[src/rtl/bcd_count_n.sv]
// ============================================================================
// Module   : bcd_count_n
// Brief    : N-digit BCD up/down counter with hold, checked parallel load and
//            programmable wrap value; wrap/err are one-cycle pulses.
// Revision : 1.0
// ============================================================================
`default_nettype none

module bcd_count_n #(
  parameter int DIGITS  = 2,
  parameter int MAX_VAL = 99
) (
  input  logic                clk,
  input  logic                reset,
  input  logic                dis,
  input  logic                up,
  input  logic                load,
  input  logic [4*DIGITS-1:0] load_val,
  output logic [4*DIGITS-1:0] dec,
  output logic                wrap,
  output logic                err
);

  localparam int C_W = 4 * DIGITS;

  function automatic logic [C_W-1:0] to_bcd(input int unsigned v);
    logic [C_W-1:0] r;
    int unsigned    t;
    r = '0;
    t = v;
    for (int i = 0; i < DIGITS; i++) begin
      r[4*i +: 4] = 4'(t % 10);
      t           = t / 10;
    end
    return r;
  endfunction

  localparam logic [C_W-1:0] C_MAX_BCD = to_bcd(MAX_VAL);

  logic [C_W-1:0] dec_q, dec_d;
  logic           wrap_q, wrap_d;
  logic           err_q, err_d;

  logic [C_W-1:0] w_inc;
  logic [C_W-1:0] w_decr;
  logic           w_at_max;
  logic           w_at_zero;
  logic           w_digits_ok;
  logic           w_load_ok;

  assign w_at_max  = (dec_q == C_MAX_BCD);
  assign w_at_zero = (dec_q == '0);

  // Digit-wise ripple carry/borrow; the counter never holds a binary value.
  always_comb begin
    logic carry;
    logic borrow;
    w_inc  = dec_q;
    w_decr = dec_q;
    carry  = 1'b1;
    borrow = 1'b1;
    for (int i = 0; i < DIGITS; i++) begin
      if (carry) begin
        if (dec_q[4*i +: 4] == 4'd9) begin
          w_inc[4*i +: 4] = 4'd0;
        end else begin
          w_inc[4*i +: 4] = dec_q[4*i +: 4] + 4'd1;
          carry           = 1'b0;
        end
      end
      if (borrow) begin
        if (dec_q[4*i +: 4] == 4'd0) begin
          w_decr[4*i +: 4] = 4'd9;
        end else begin
          w_decr[4*i +: 4] = dec_q[4*i +: 4] - 4'd1;
          borrow           = 1'b0;
        end
      end
    end
  end

  always_comb begin
    w_digits_ok = 1'b1;
    for (int i = 0; i < DIGITS; i++) begin
      if (load_val[4*i +: 4] > 4'd9) begin
        w_digits_ok = 1'b0;
      end
    end
  end

  // With every nibble in 0-9, packed BCD orders the same as its decimal value.
  assign w_load_ok = w_digits_ok && (load_val <= C_MAX_BCD);

  always_comb begin
    dec_d  = dec_q;
    wrap_d = 1'b0;
    err_d  = 1'b0;
    if (load) begin
      if (w_load_ok) begin
        dec_d = load_val;
      end else begin
        err_d = 1'b1;
      end
    end else if (!dis) begin
      if (up) begin
        if (w_at_max) begin
          dec_d  = '0;
          wrap_d = 1'b1;
        end else begin
          dec_d = w_inc;
        end
      end else begin
        if (w_at_zero) begin
          dec_d  = C_MAX_BCD;
          wrap_d = 1'b1;
        end else begin
          dec_d = w_decr;
        end
      end
    end
  end

  always_ff @(posedge clk or negedge reset) begin
    if (!reset) begin
      dec_q  <= '0;
      wrap_q <= 1'b0;
      err_q  <= 1'b0;
    end else begin
      dec_q  <= dec_d;
      wrap_q <= wrap_d;
      err_q  <= err_d;
    end
  end

  assign dec  = dec_q;
  assign wrap = wrap_q;
  assign err  = err_q;

endmodule

`default_nettype wire

[config.mk]
export PLATFORM = sky130hd
export DESIGN_NAME = bcd_count_n
export DESIGN_NICKNAME = d
export VERILOG_FILES = /design/src/rtl/bcd_count_n.sv
export SDC_FILE = /design/constraint.sdc
export NUM_CORES = 1
export LEC_CHECK = 0
export CORE_UTILIZATION = 50
export DETAILED_ROUTE_END_ITERATION = 10
export MAX_ROUTING_LAYER = met4
export PLACE_DENSITY = 0.83
export SLEW_MARGIN = 20
export SYNTH_ARGS = -nofsm -noshare
export SYNTH_HDL_FRONTEND = slang
export SYNTH_SLANG_ARGS = --single-unit
[constraint.sdc]
create_clock -name clk -period 4.2 [get_ports clk]
set_input_delay 0.42 -clock clk [delete_from_list [all_inputs] [get_ports clk]]
set_output_delay 0.42 -clock clk [all_outputs]
set_load 0.02 [all_outputs]
==> results.ini <==
[global_route]
grt_use_total_pct = 25.6
grt_first_pass_wirelength_um = 3410
grt_pass1_vias = 755
grt_max_degree = 22
antenna_found_initial = 0
grt.overflow.total = 0

[power]
p_int_mw = 0.262
pwr-share-clk_pct = 13.3
switchingPower_mw = 0.197
p_comb_share_pct = 50.6
peakVddDrop_mv = 0.231
power.density_nw_per_um2 = 421
seqPwrFrac_pct = 36.1
swShare_pct = 42.9
power.total_mw = 0.460
p_leak_nw = 0.439

[setup_path]
rr_worst_depth = 7
worstSetupEndpointType = flip-flop
r2r_start = dec[0]$_DFFE_PN0P_
cpPeakStageDelay_ns = 0.48
worst_setup_path_start_kind = flip-flop
worstPathArrival_ns = 2.36
path_max_fanout = 9
r2r-end = dec[6]$_DFFE_PN0P_
cpMaxStageDelayCell = dfrtp_1
critPathRequiredTime_ns = 4.34
reg2reg_slack_ns = 1.98
cp_cell_sequence = inv_1 -> ha_1 -> or3b_4 -> a2111oi_4 -> o21a_4 -> o21ai_2 -> a22o_1
critical_path_class = reg2reg

[floorplan]
core-area_sq_um = 1540
die_area_sq_um = 1850
rows = 14
die_h_um = 43.0
die_width_um = 43.0
start_util_pct = 54.5
ios = 23

[cts]
cts_resized = 0
clockRootBuffer = clkbuf_4
clockBufferDepth = 2
cts_setup_buffers = 0
cts_buffers = 3
cts_max_level = 1
hold_buffers = 0
clk_latency_ns = 0.26
clock_sinks = 10
clk_pin_slew_ns = 0.06
cts_tree = yes

[timing]
drv_slew = 0
whs_ns = 0.455
max_freq_mhz = 451
post-route-min-period_ns = 2.22
relSlewSlack_pct = 52.2
hold_violations = 0
final.setup.tns_ns = 0
tightest_slew_ns = 0.715
post-route-period-util_pct = 52.8
fin_skew_ns = 0.00327
setup_viol = 0
grt_setup_unrepaired = no

[placed_design]
dpl.hpwl_um = 1610
place.gp.congestion = 0.866
io_buffers = 22

[yosys]
syn-instance-count = 101
synth-seq-cells = 10
async_flop_share_pct = 100
synth-seq-area-share_pct = 29.8
ys_types = 34
syn_nets = 120
syn_area_per_cell_sq_um = 8.31
ys.flop_type = dfrtp_1
syn_area_sq_um = 840
synth_edf_count = 0
yosys_warnings = 0

[routing]
avgRoutedWirePerCell_um = 14.8
viasPerCell = 6.07
via_count = 844
firstDrtPassIters = 4
drt_iter0_drc = 29
totalWireLength_um = 2050
drtAntennaViolNets = 0
route.detailed.drc = 0

[cells_and_area]
postLayoutCoreUtil_pct = 70.8
layout_commonest_cell = clkdlybuf4s50_1
nets = 144
drive_above_1_share_pct = 6.50
diodes = 0
area_delta_synth_final_pct = 30.0
mostFrequentLayoutCells = 22 x clkdlybuf4s50_1, 15 x nor2_1, 10 x dfrtp_1, 9 x o21ai_0

[worst_hold_path]
hold_class = in2async

[status]
status = complete, no violations

[run]
maxCapViolations = 0

logic make-up (layout without fill, tap and decap cells):
kind of cell    count (synthesis)  count (layout)  share of synthesized area, %
compound gates                 37              37                          32.5
xor+xnor                        2               2                          2.09
fa+ha+maj                       6               6                          8.94
buf+inv                         9              31                          4.02
flops                          10              10                          29.8
mux                             2               2                          2.38
simple gates                   35              35                          20.3
registers in the layout, indices dropped and copies added, names as in the netlist:
name	cells
dec	8
err	1
wrap	1
synth_stat cells, drive strengths merged (3+ instances only):
master | count | area share [%]
a2111oi | 4 | 6.4
a21oi | 6 | 3.6
a221oi | 4 | 4.2
a31oi | 3 | 2.2
clkbuf | 3 | 1.3
dfrtp | 10 | 30
ha | 6 | 8.9
inv | 6 | 2.7
nand2 | 5 | 2.2
nand3 | 3 | 1.8
nor2 | 15 | 6.7
nor3 | 3 | 1.8
o21ai | 12 | 7.6
final cells by class:
| type | instances | area, sq um |
|---|---|---|
| clock buffer | 3 | 22.5 |
| fill | 141 | 450 |
| inverter | 6 | 22.5 |
| multi-input combinational | 82 | 556 |
| sequential | 10 | 250 |
| tap | 16 | 20.0 |
| timing repair buffer | 22 | 220 |
worst max-delay path, delay by kind of cell (launching register included):
family | cells | cell delay [ns]
and+or+nand+nor | 1 | 0.42
adders and majority gates | 1 | 0.27
AOI/OAI and AO/OA | 4 | 0.80
buffers and inverters | 1 | 0.13
DFF | 1 | 0.48
layer usage:
metal  vias up  GRT usage [%]  part of all wire [%]  wire length, um
met5         -              -                     0                0
met4         0           10.9                     0                0
met3         0           2.55                   6.9              141
met2        35           37.6                    47              957
met1       385           35.8                    46              953
li1        424              -                     -                -
worst max path at each step:
stage	slack, ns	depth (start not counted)	start	to
6_report	1.98	7	dec[0]$_DFFE_PN0P_	dec[6]$_DFFE_PN0P_
3_5_place_dp	1.75	6	up	dec[6]$_DFFE_PN0P_
4_1_cts	1.98	7	dec[0]$_DFFE_PN0P_	dec[6]$_DFFE_PN0P_
5_1_grt	1.83	6	load	dec[6]$_DFFE_PN0P_
2_1_floorplan	2.08	7	dec[0]$_DFFE_PN0P_	dec[6]$_DFFE_PN0P_
3_3_place_gp	1.77	6	up	dec[6]$_DFFE_PN0P_
power groups by stage:
stage	clock [mW]	sequential (mW)	combinational [mW]
3_3_place_gp	0	0.165	0.226
2_1_floorplan	0	0.181	0.122
6_report	0.0613	0.166	0.233
4_1_cts	0.0630	0.165	0.232
3_5_place_dp	0	0.166	0.231
5_1_grt	0.0658	0.171	0.259
through the flow:
step	setup WS (ns)	cell area, sq um	std cells
6_report	1.98	1090	139
3_3_place_gp	1.77	1070	136
5_1_grt	1.83	1090	139
3_5_place_dp	1.75	1070	136
4_1_cts	1.98	1090	139
2_1_floorplan	2.08	840	101
Power figures use the tool's default switching activity.
